File: src/rtl/fetch_queue_pkg.sv
// Shared definitions for the instruction fetch queue.
//   PC_W / INSTR_W : widths of the program counter and instruction word
//   ENTRY_W        : width of one stored {pc, instr} pair
//   NOP            : instruction presented to decode when the queue is empty
//   fq_entry_t     : packed view of one stored pair
package fetch_queue_pkg;
    localparam int PC_W    = 32;
    localparam int INSTR_W = 32;
    localparam int ENTRY_W = PC_W + INSTR_W;

    localparam logic [INSTR_W-1:0] NOP = 32'h0000_0000;

    typedef struct packed {
        logic [PC_W-1:0]    pc;
        logic [INSTR_W-1:0] instr;
    } fq_entry_t;
endpackage

File: src/rtl/fetch_queue_ram.sv
// fq_ram: DEPTH x ENTRY_W register array for the fetch queue.
// One synchronous write port, one asynchronous read port, so the head
// entry reaches decode without an extra register stage. Contents are
// deliberately not reset.
//   clk   : clock
//   we    : write enable
//   waddr : write address
//   wdata : {pc, instr} to store
//   raddr : read address (head pointer)
//   rdata : entry at raddr, combinational
module fq_ram
    import fetch_queue_pkg::*;
#(
    parameter int DEPTH = 4
) (
    input  logic                       clk,
    input  logic                       we,
    input  logic [$clog2(DEPTH)-1:0]   waddr,
    input  logic [ENTRY_W-1:0]         wdata,
    input  logic [$clog2(DEPTH)-1:0]   raddr,
    output logic [ENTRY_W-1:0]         rdata
);
    localparam int AW = $clog2(DEPTH);

    logic [ENTRY_W-1:0] entry_vec [DEPTH];

    for (genvar gi = 0; gi < DEPTH; gi++) begin : g_entry
        logic [ENTRY_W-1:0] entry_reg;

        always_ff @(posedge clk) begin
            if (we && (waddr == AW'(gi))) begin
                entry_reg <= wdata;
            end
        end

        assign entry_vec[gi] = entry_reg;
    end

    assign rdata = entry_vec[raddr];
endmodule

File: src/rtl/fetch_queue.sv
// fetch_queue: FIFO of {pc, instr} pairs between fetch and decode.
// Presents the oldest pair with a valid/ready handshake, throttles fetch
// through f_en, supports branch/jump flush (optionally keeping the oldest
// surviving entry as the delay slot) and counts flushed instructions.
//   clk, reset          : clock, asynchronous active-low reset
//   f_pc/f_instr/f_valid: pair offered by fetch
//   f_en                : fetch may advance (queue not full)
//   d_valid/d_pc/d_instr: head entry for decode (NOP when empty)
//   d_ready             : decode accepts the head this cycle
//   flush/flush_keep    : redirect; keep one survivor when flush_keep
//   count               : occupancy
//   flush_cnt           : saturating count of discarded entries
module fetch_queue
    import fetch_queue_pkg::*;
#(
    parameter int DEPTH = 4,
    parameter int CNT_W = 16
) (
    input  logic                     clk,
    input  logic                     reset,
    input  logic [PC_W-1:0]          f_pc,
    input  logic [INSTR_W-1:0]       f_instr,
    input  logic                     f_valid,
    output logic                     f_en,
    output logic                     d_valid,
    output logic [PC_W-1:0]          d_pc,
    output logic [INSTR_W-1:0]       d_instr,
    input  logic                     d_ready,
    input  logic                     flush,
    input  logic                     flush_keep,
    output logic [$clog2(DEPTH):0]   count,
    output logic [CNT_W-1:0]         flush_cnt
);
    localparam int AW    = $clog2(DEPTH);
    localparam int CW    = AW + 1;
    localparam int SUM_W = CNT_W + 1;

    logic [AW-1:0]    wr_ptr_reg, wr_ptr_next;
    logic [AW-1:0]    rd_ptr_reg, rd_ptr_next;
    logic [CW-1:0]    count_reg, count_next;
    logic [CNT_W-1:0] flush_cnt_reg, flush_cnt_next;

    logic             push, pop;
    logic [CW-1:0]    survivors;
    logic [CW-1:0]    discarded;
    logic [SUM_W-1:0] fc_sum;
    logic [ENTRY_W-1:0] head_raw;
    fq_entry_t        head;

    fq_ram #(.DEPTH(DEPTH)) u_ram (
        .clk   (clk),
        .we    (push),
        .waddr (wr_ptr_reg),
        .wdata ({f_pc, f_instr}),
        .raddr (rd_ptr_reg),
        .rdata (head_raw)
    );

    assign head    = head_raw;
    assign f_en    = (count_reg != CW'(DEPTH));
    assign d_valid = (count_reg != '0);
    assign d_pc    = d_valid ? head.pc    : '0;
    assign d_instr = d_valid ? head.instr : NOP;
    assign push    = f_valid & f_en;
    assign pop     = d_valid & d_ready;

    assign count     = count_reg;
    assign flush_cnt = flush_cnt_reg;

    // Entries still in order after this cycle's pop and push.
    assign survivors = count_reg - CW'(pop) + CW'(push);

    always_comb begin
        wr_ptr_next = wr_ptr_reg;
        rd_ptr_next = rd_ptr_reg;
        count_next  = count_reg;
        discarded   = '0;
        if (flush) begin
            if (flush_keep && (survivors != '0)) begin
                // The oldest survivor sits at rd_ptr+pop; when it is the
                // same-cycle push, wr_ptr already equals rd_ptr+pop, so it
                // is written exactly there.
                rd_ptr_next = rd_ptr_reg + AW'(pop);
                wr_ptr_next = rd_ptr_reg + AW'(pop) + AW'(1);
                count_next  = CW'(1);
                discarded   = survivors - CW'(1);
            end else begin
                // Push is written to RAM but wr_ptr does not advance, so
                // the slot is simply overwritten later.
                rd_ptr_next = wr_ptr_reg;
                count_next  = '0;
                discarded   = survivors;
            end
        end else begin
            wr_ptr_next = wr_ptr_reg + AW'(push);
            rd_ptr_next = rd_ptr_reg + AW'(pop);
            count_next  = survivors;
        end
    end

    assign fc_sum         = {1'b0, flush_cnt_reg} + SUM_W'(discarded);
    assign flush_cnt_next = fc_sum[CNT_W] ? '1 : fc_sum[CNT_W-1:0];

    always_ff @(posedge clk or negedge reset) begin
        if (!reset) begin
            wr_ptr_reg    <= '0;
            rd_ptr_reg    <= '0;
            count_reg     <= '0;
            flush_cnt_reg <= '0;
        end else begin
            wr_ptr_reg    <= wr_ptr_next;
            rd_ptr_reg    <= rd_ptr_next;
            count_reg     <= count_next;
            flush_cnt_reg <= flush_cnt_next;
        end
    end
endmodule
File: config.mk
export PLATFORM = sky130hd
export DESIGN_NAME = fetch_queue
export DESIGN_NICKNAME = d
export VERILOG_FILES = /design/src/rtl/fetch_queue_pkg.sv /design/src/rtl/fetch_queue_ram.sv /design/src/rtl/fetch_queue.sv
export SDC_FILE = /design/constraint.sdc
export NUM_CORES = 1
export LEC_CHECK = 0
export CORE_ASPECT_RATIO = 1.75
export CORE_MARGIN = 1
export CORE_UTILIZATION = 45
export DETAILED_ROUTE_END_ITERATION = 7
export HOLD_SLACK_MARGIN = 0.03
export PLACE_DENSITY = 0.68
export SLEW_MARGIN = 0
export SYNTH_ARGS = -nofsm -noshare
export SYNTH_HDL_FRONTEND = slang
export SYNTH_HIERARCHICAL = 1
export SYNTH_SLANG_ARGS = --single-unit
File: constraint.sdc
create_clock -name clk -period 7.4 [get_ports clk]
set_input_delay 1.48 -clock clk [delete_from_list [all_inputs] [get_ports clk]]
set_output_delay 1.48 -clock clk [all_outputs]
set_load 0.01 [all_outputs]
==> results of run 1 <==
[power by group]
group	total, mW	internal [mW]	switching, mW
clock	1.16	0.616	0.540
sequential	2.32	2.07	0.244
combinational	2.06	1.17	0.892
[area by class of cell]
type | count | area [um2]
Fill cell | 1882 | 10850
Sequential cell | 279 | 8270
Multi-Input combinational cell | 232 | 2693
Timing Repair Buffer | 159 | 1579
Clock buffer | 28 | 636.9
Tap cell | 312 | 390.4
Clock inverter | 17 | 76.32
Inverter | 9 | 33.78
Antenna cell | 1 | 2.502
[worst max-delay path by stage]
stage	from	endpoint	slack (ps)	depth (start not counted)
2_1_floorplan	f_valid	u_ram/g_entry[0].entry_reg[0]	450	2
3_3_place_gp	f_valid	flush_cnt[0]	1590	18
3_5_place_dp	f_valid	flush_cnt[0]	1440	18
4_1_cts	f_valid	flush_cnt[0]	2010	18
5_1_grt	f_valid	flush_cnt[0]	1770	18
6_report	f_valid	flush_cnt[0]	1980	18
[layer usage]
metal	GRT usage	vias to the layer above
met5	0	-
met4	0.06088	0
met3	0.03111	32
met2	0.3334	135
met1	0.2040	2838
li1	-	2482
[cell usage in the layout, fill, tap and decap left out, drive strengths merged, types with 10 or more instances in the layout]
cell and count:
clkinv 16, xnor2 10, clkbuf 28, mux4 64, and2 68, dfrtp 23
inv 10, edfxtp 256, clkdlybuf4s50 154, nand2 18
[per-stage QoR]
step | total power, mW | worst slack, ps
finish | 5.529 | 1984
detailed placement | 4.457 | 1436
global route | 5.832 | 1766
floorplan | 3.559 | 445.8
global placement | 4.395 | 1585
CTS | 5.620 | 2006
[kinds of logic after synthesis]
kind of cell	after synthesis	synth area share
buffers and inverters	32	0.02160
adder cells (fa/ha/maj)	11	0.01366
multiplexers	69	0.1357
AO/OA/AOI/OAI	22	0.01388
AND/OR/NAND/NOR	116	0.06358
XOR/XNOR	14	0.01242
flip-flops	279	0.7392
==> out/summary.txt, run 1 <==
Register-to-Register Path Depth: 17
First-pass GRT wire length: 34.36 mm
Clock sinks: 279
Die height: 210.5 um
Setup TNS: 0 ps
Max-cap violation count: 0
Clk_lat worst skew: 530 ps
Largest net degree at the start of global routing: 66
Most instantiated cells after synthesis: edfxtp_1 (256), and2_1 (68), mux4_2 (60)
Nets: 787
Postcts setup bufs: 0
Worst hold start: flush_cnt[12]
DRC errors left: 0
Met2 wire length: 12.07 mm
Initial antenna violation count: 1
Period utilisation layout: 0.7320
GR Overflow Total: 0
Max Slew Vio Count: 0
Post-synth ARST share: 0.08244
Worst hold slack: 583.2 ps
Distinct cells, synth: 49
Leakage power: 4.624 nW
Die ar.: 25500 um2
Clock root cell: clkbuf_16
Initial Util: 0.4556
Layout area overhead: 22.40%
Layout Utilization: 0.5577
Power Dens Cells: 404.1 nW/um2
Final std cells w/o fill: 1037
Post-CTS Hold Buffers: 0
Hold Fails Final Rpt: 0
Crit-path slowest cell: fa_1
Peak VDD IR: 0.3132 mV
Count leader, synth: edfxtp_1
Avg Cell Area, Syn: 20.59 um2
Pre-antenna DRT Iters: 4
Worst Hold Class: register to register
Ranking of synthesized cells by area: edfxtp_1 (69%), mux4_2 (12%), dfrtp_1 (5.1%)
Post-place instance area: 12970 um2
Buf/Inv on CP: 4
Final setup violation count: 0
Biggest cell delay along the critical path: 510 ps
Worst R2R Start: count[2]
Slew headroom: 0.2874
# rows: 76
CTS max path bufs: 3
Clock-pin slew on the worst setup and hold paths: 70 ps
Hold path depth: 1
Area leader, netlist: edfxtp_1
Main synth FF type: edfxtp_1
Reg-to-Reg End: flush_cnt[0]
ANT nets after route: 0
Outcome: finished clean
CTS buffer count: 25
Register bit total from synthesis: 279
Routability cong.: 0.7174
WL met1: 8.232 mm
Final instance area: 13680 um2
Fmax: 184.6 MHz
Delay-heaviest family, CP: adder cells
Top cell by count, worst path: ha_1
Final period demand of the worst path: 5416 ps
Htree depth: 1
Total core area: 24530 um2
Mapped Cells: 543
WL per Instance: 21.01 um
Crit path cell chain: clkdlybuf4s50_1, and2_1, inv_1, ha_1, inv_1, ha_1, fa_1, inv_1, ha_1, a21boi_4, xnor2_1, and2_1, ha_1, fa_1, a21oi_1, nor4_4, nand3_2, or2b_1
Ports: 155
Drt via density: 5.291
Max Used Layer: met4
Worst-Margin Slew: 1069 ps
Hold endpoint: flush_cnt[12]
CP endpoint kind: register
Resized cells post-CTS: 0
EDFF count, synth: 256
Setup Skew: 13.45 ps
Share of cells above drive strength 1: 0.1561
Yosys warnings: 6
DP HPWL: 12.66 mm
CTS tree: built
Max reg flops: 256
Wire length on met3: 947 um
Total Wirelength: 21.79 mm
Initial DRC Count: 355
Startpoint types: primary input
CP arrival: 5830 ps
Syn Nets: 624
Worst Path Required: 7820 ps
Critical path type: primary input to register
Inst Count DP: 991
Synth top area share: 0.6877
RSZ-0062 raised after global routing: false
Vias post-DR: 5487
Number of global-route vias before repair: 6177
Mapped Area: 11180 um2
Tot GR Track Use: 0.1792
Port Buf Inserts: 154
Worst R2R Setup Slack: 2550 ps
Die width: 121.1 um
Register area share after synthesis: 0.7392
Worst-path maximum fanout: 13
Note: power is estimated with default switching activity, not from simulation.
==> run 2: changes to the inputs <==
--- a/config.mk
+++ b/config.mk
@@ -10,7 +10,7 @@
 export CORE_UTILIZATION = 45
 export DETAILED_ROUTE_END_ITERATION = 7
 export HOLD_SLACK_MARGIN = 0.03
-export PLACE_DENSITY = 0.68
+export PLACE_DENSITY = 0.7
 export SLEW_MARGIN = 0
 export SYNTH_ARGS = -nofsm -noshare
 export SYNTH_HDL_FRONTEND = slang
==> constraint.sdc (replaced) <==
create_clock -name clk -period 4.3 [get_ports clk]
set_input_delay 0.86 -clock clk [delete_from_list [all_inputs] [get_ports clk]]
set_output_delay 0.86 -clock clk [all_outputs]
set_load 0.01 [all_outputs]
==> run 2 against run 1 <==
Net effect:
- clock power grew 97%
- clock-buffer cell count grew 6
- non-clock buffer count grew 19
- clock skew grew 4.3 ps
- power grew 81%
- flip-flop and latch count is the same
- core utilization grew 1.5 points
- first-iteration DRC count grew 12%
- largest power group unchanged
- global-route usage grew 0.093 points
- final cell count grew 1.9%
==> out/summary.txt, run 2 (same netlist as run 1, synthesis figures left out) <==
Critical path type: register to register
Power Dens Cells: 713.3 nW/um2
Initial Util: 0.4556
DP HPWL: 13.52 mm
Max reg flops: 256
Pre-antenna DRT Iters: 4
Slew headroom: 0.2889
Worst Path Required: 4720 ps
Clk_lat worst skew: 530 ps
DRC errors left: 0
Drt via density: 5.287
Worst-path maximum fanout: 6
CTS max path bufs: 3
Startpoint types: register
Routability cong.: 0.7624
Leakage power: 4.806 nW
Max-cap violation count: 0
Worst Hold Class: register to register
GR Overflow Total: 0
Htree depth: 1
Crit path cell chain: or3_2, and2_4, ha_1, inv_1, ha_1, fa_1, inv_2, ha_2, a21boi_4, buf_4, nand2_1, o211a_1, ha_1, nand3_1, buf_4, a21oi_1, nand4_1, mux2i_1
Ports: 155
Outcome: finished clean
WL per Instance: 21.05 um
Share of cells above drive strength 1: 0.2005
CP endpoint kind: register
Total Wirelength: 22.25 mm
CTS tree: built
ANT nets after route: 0
Clock root cell: clkbuf_16
Initial antenna violation count: 2
Final period demand of the worst path: 4089 ps
Most frequent cells in the layout: edfxtp_1 (256), clkdlybuf4s50_1 (154), and2_1 (67), mux4_2 (60), clkbuf_16 (30)
Top cell by count, worst path: ha_1
Period utilisation layout: 0.9509
Die ar.: 25500 um2
Clock sinks: 279
Total core area: 24530 um2
CTS buffer count: 25
Hold path depth: 1
Vias post-DR: 5588
Tot GR Track Use: 0.1801
Hold Fails Final Rpt: 0
First-pass GRT wire length: 34.10 mm
Final setup violation count: 0
Peak VDD IR: 0.7070 mV
# rows: 76
Max Slew Vio Count: 0
Layout area overhead: 25.70%
Layout Utilization: 0.5727
Setup Skew: 17.70 ps
Die width: 121.1 um
Port Buf Inserts: 154
Fmax: 244.6 MHz
Crit-path slowest cell: fa_1
Largest net degree at the start of global routing: 66
Nets: 806
Initial DRC Count: 396
Number of global-route vias before repair: 6162
Register-to-Register Path Depth: 18
Worst hold slack: 604.4 ps
Clock-pin slew on the worst setup and hold paths: 70 ps
Biggest cell delay along the critical path: 520 ps
Die height: 210.5 um
RSZ-0062 raised after global routing: false
Worst-Margin Slew: 1063 ps
Most common cell after layout, fill and taps aside: edfxtp_1
CP arrival: 4510 ps
==> run 2: path summary, 6_finish.rpt <==
| path | from | to | slack [ps] |
|---|---|---|---|
| worst max-delay path | count[2] | flush_cnt[15] | 210 |
| worst min-delay path | flush_cnt[12] | flush_cnt[12] | 600 |
| worst max register to register | count[2] | flush_cnt[15] | 210 |
| worst min register to register | flush_cnt[12] | flush_cnt[12] | 600 |
| max in group asynchronous | reset | rd_ptr_reg[1] | 2620 |
| min in group asynchronous | reset | flush_cnt[6] | 910 |
==> run 2: per-stage QoR <==
stage / TNS (ps) / instances / instance area (um2) / setup slack, ps / power, mW
after floorplan: 0 / 543 / 11190 / 2.555 / 6.127
after global placement: -3873 / 1010 / 13140 / -305.0 / 7.700
after detailed placement: -5867 / 1010 / 13140 / -428.5 / 7.819
after CTS: 0 / 1055 / 14020 / 46.66 / 10.14
after global routing: 0 / 1056 / 14050 / 7.926 / 10.53
final: 0 / 1057 / 14050 / 211.3 / 10.02
==> run 2: cell type report <==
| type | count | area (um2) |
|---|---|---|
| Sequential cell | 279 | 8270 |
| Tap cell | 312 | 390.4 |
| Fill cell | 1861 | 10480 |
| Clock inverter | 11 | 90.09 |
| Clock buffer | 34 | 785.8 |
| Timing Repair Buffer | 178 | 1747 |
| Inverter | 9 | 33.78 |
| Antenna cell | 2 | 5.005 |
| Multi-Input combinational cell | 232 | 2729 |
==> run 2: per-layer routing <==
| metal | wire length (um) | vias to the layer above | GRT usage |
|---|---|---|---|
| li1 | - | 2518 | - |
| met4 | 535 | 0 | 0.06130 |
| met5 | 0 | - | 0 |
| met2 | 12280 | 165 | 0.3342 |
| met3 | 1222 | 39 | 0.03463 |
| met1 | 8219 | 2866 | 0.2035 |
==> run 2: critical path: cells and delay by family, from the launching register on <==
kind	cells	cell delay [ps]
adder cells (fa/ha/maj)	5	1450
AND/OR/NAND/NOR	5	1000
AO/OA/AOI/OAI	3	570
buffers and inverters	4	440
flip-flops	1	390
multiplexers	1	140
==> run 2: timing repair <==
item                       in CTS  in global routing
setup endpoints to repair       0                 16
resized for setup               0                 10
buffers inserted                0                  0
hold buffers                    0                  0
==> run 2: where the power goes <==
group / switching (mW) / internal, mW
Sequential: 0.406 / 3.56
Clock: 0.947 / 1.35
Combinational: 1.61 / 2.15
==> run 3: changes to the inputs <==
--- a/config.mk
+++ b/config.mk
@@ -5,12 +5,12 @@
 export SDC_FILE = /design/constraint.sdc
 export NUM_CORES = 1
 export LEC_CHECK = 0
-export CORE_ASPECT_RATIO = 1.75
+export CORE_ASPECT_RATIO = 0.6
 export CORE_MARGIN = 1
-export CORE_UTILIZATION = 45
+export CORE_UTILIZATION = 49
 export DETAILED_ROUTE_END_ITERATION = 7
 export HOLD_SLACK_MARGIN = 0.03
-export PLACE_DENSITY = 0.7
+export PLACE_DENSITY = 0.76
 export SLEW_MARGIN = 0
 export SYNTH_ARGS = -nofsm -noshare
 export SYNTH_HDL_FRONTEND = slang
==> run 3 against run 2 <==
Net effect:
- largest power group unchanged
- register-to-register slack worse by 60 ps
- flip-flop and latch count stayed put
- via count is 1.8% higher
- combinational power is 2% higher
- critical endpoint is now flush_cnt[14]
- first-iteration DRC count is 16% higher
- global-route usage is 0.72 points higher
- critical path depth is 2 higher
- clock skew is 11 ps lower
- largest cell class unchanged
- power is 2.5% lower
==> out/summary.txt, run 3 (same netlist as run 1, synthesis figures left out) <==
Total Wirelength: 21.47 mm
Routability cong.: 0.8051
Worst hold slack: 630.2 ps
Initial DRC Count: 460
CTS tree: built
Startpoint types: primary input
DRC errors left: 0
Critical path type: primary input to register
CTS max path bufs: 3
WL per Instance: 20.29 um
CP endpoint kind: register
Nets: 811
Slew headroom: 0.2270
Max Slew Vio Count: 0
Fillers: 1518
Leakage power: 4.763 nW
Hold endpoint: flush_cnt[5]
Die ar.: 23440 um2
Max-cap violation count: 0
Biggest cell delay along the critical path: 550 ps
CTS buffer count: 25
DP HPWL: 12.93 mm
Pre-CTS worst setup slack: -428.7 ps
Worst-Margin Slew: 1156 ps
# rows: 42
Power Dens Cells: 699.5 nW/um2
Htree depth: 1
Met2 wire length: 10.20 mm
Outcome: finished clean
Initial Util: 0.5029
Setup TNS: 0 ps
Largest net degree at the start of global routing: 66
Share of cells above drive strength 1: 0.1949
Most common cell after layout, fill and taps aside: edfxtp_1
WL met1: 9.292 mm
Number of global-route vias before repair: 5963
Total Power: 9.777 mW
Clock-pin slew on the worst setup and hold paths: 60 ps
Ports: 155
Clock network power share: 0.206
Die height: 119.0 um
Total core area: 22230 um2
Worst setup margin: 109.3 ps
Port Buf Inserts: 154
Cell Int Power: 6.848 mW
Worst R2R Start: count[1]
Max reg flops: 256
Worst R2R Setup Slack: 150 ps
Tot GR Track Use: 0.1873
Worst Path Required: 4670 ps
Sequential power share: 0.402
Fmax: 238.6 MHz
Clock root cell: clkbuf_16
Hold path depth: 2
Worst-path maximum fanout: 5
Switching Share: 0.2996
Worst hold start: flush_cnt[5]
Initial antenna violation count: 3
Vias post-DR: 5687
First-pass GRT wire length: 33.49 mm
Buf/Inv on CP: 6
CP arrival: 4560 ps
Switch Pwr: 2.929 mW
Crit-path slowest cell: fa_1
Clk_lat worst skew: 510 ps
Worst Hold Class: register to register
Pre-antenna DRT Iters: 5
Clock sinks: 279
Period utilisation layout: 0.9746
Wire length on met3: 1.644 mm
GR Overflow Total: 0
Hold Fails Final Rpt: 0
Top cell by count, worst path: inv_1
Most frequent cells in the layout: edfxtp_1 (256), clkdlybuf4s50_1 (154), and2_1 (67), mux4_2 (60), buf_4 (26)
Layout area overhead: 25.04%
ANT nets after route: 0
Setup Skew: 7.088 ps
Register-to-Register Path Depth: 23
Final period demand of the worst path: 4191 ps
Max Used Layer: met5
Crit path cell chain: clkdlybuf4s50_1, and2_1, inv_1, ha_1, inv_1, ha_1, fa_1, inv_1, ha_2, a21boi_4, xnor2_1, and2_1, ha_2, fa_2, a21oi_4, nor4_4, buf_4, buf_12, a31oi_4, a41oi_1
Reg-to-Reg End: flush_cnt[14]
Comb pwr share: 0.392
Die width: 197.0 um
Peak VDD IR: 0.4327 mV
Delay-heaviest family, CP: adder cells
Final setup violation count: 0
Drt via density: 5.375
==> run 3: worst min-delay path, stage by stage, from the launching register on <==
cell and delay (ps):
dfrtp_1 440, xnor2_1 100, nand2_1 60
==> run 3: power by group through the flow <==
stage	Combinational (mW)	Clock [mW]	Sequential (mW)
2_1_floorplan	2.34	0	3.79
3_3_place_gp	3.73	0	3.96
3_5_place_dp	3.78	0	4.00
4_1_cts	3.81	2.06	3.95
5_1_grt	4.12	2.17	4.00
6_report	3.83	2.02	3.93
==> run 3: timing repair <==
item | in CTS | in global routing
setup buffers | 0 | 6
endpoints found under the setup margin | 11 | 16
pin swaps | 1 | 5
gates resized for setup | 0 | 12
hold buffers | 0 | 0
==> run 3: per-stage QoR <==
step,util,instances,cell area (um2)
after detailed placement,0.5913,1005,13140
after CTS,0.6243,1051,13880
final,0.6288,1058,13980
after global placement,0.5913,1005,13140
after floorplan,-,543,11190
after global routing,0.6287,1057,13970
==> run 3: worst max path at each step <==
stage,start,end,cells past startpoint
after global routing,count[1],flush_cnt[12],23
final,f_valid,flush_cnt[14],20
after CTS,count[2],flush_cnt[11],17
after detailed placement,f_valid,flush_cnt[12],19
after global placement,f_valid,flush_cnt[0],18
after floorplan,count[1],flush_cnt[0],18
==> run 3: area by class of cell <==
type | instances | area [um2] | area share
clock inverters | 7 | 36.28 | 0.002596
diodes | 1 | 2.502 | 0.0001790
inverters | 9 | 33.78 | 0.002417
well taps | 308 | 385.4 | 0.02757
flip-flops and latches | 279 | 8270 | 0.5917
repair buffers | 183 | 1797 | 0.1285
multi-input cells | 232 | 2754 | 0.1970
clock buffers | 39 | 698.2 | 0.04995
==> run 3: metal layers <==
layer,vias to the layer above,track usage
met4,4,0.03391
met5,-,0
met2,217,0.2904
li1,2535,-
met3,41,0.04899
met1,2890,0.2723
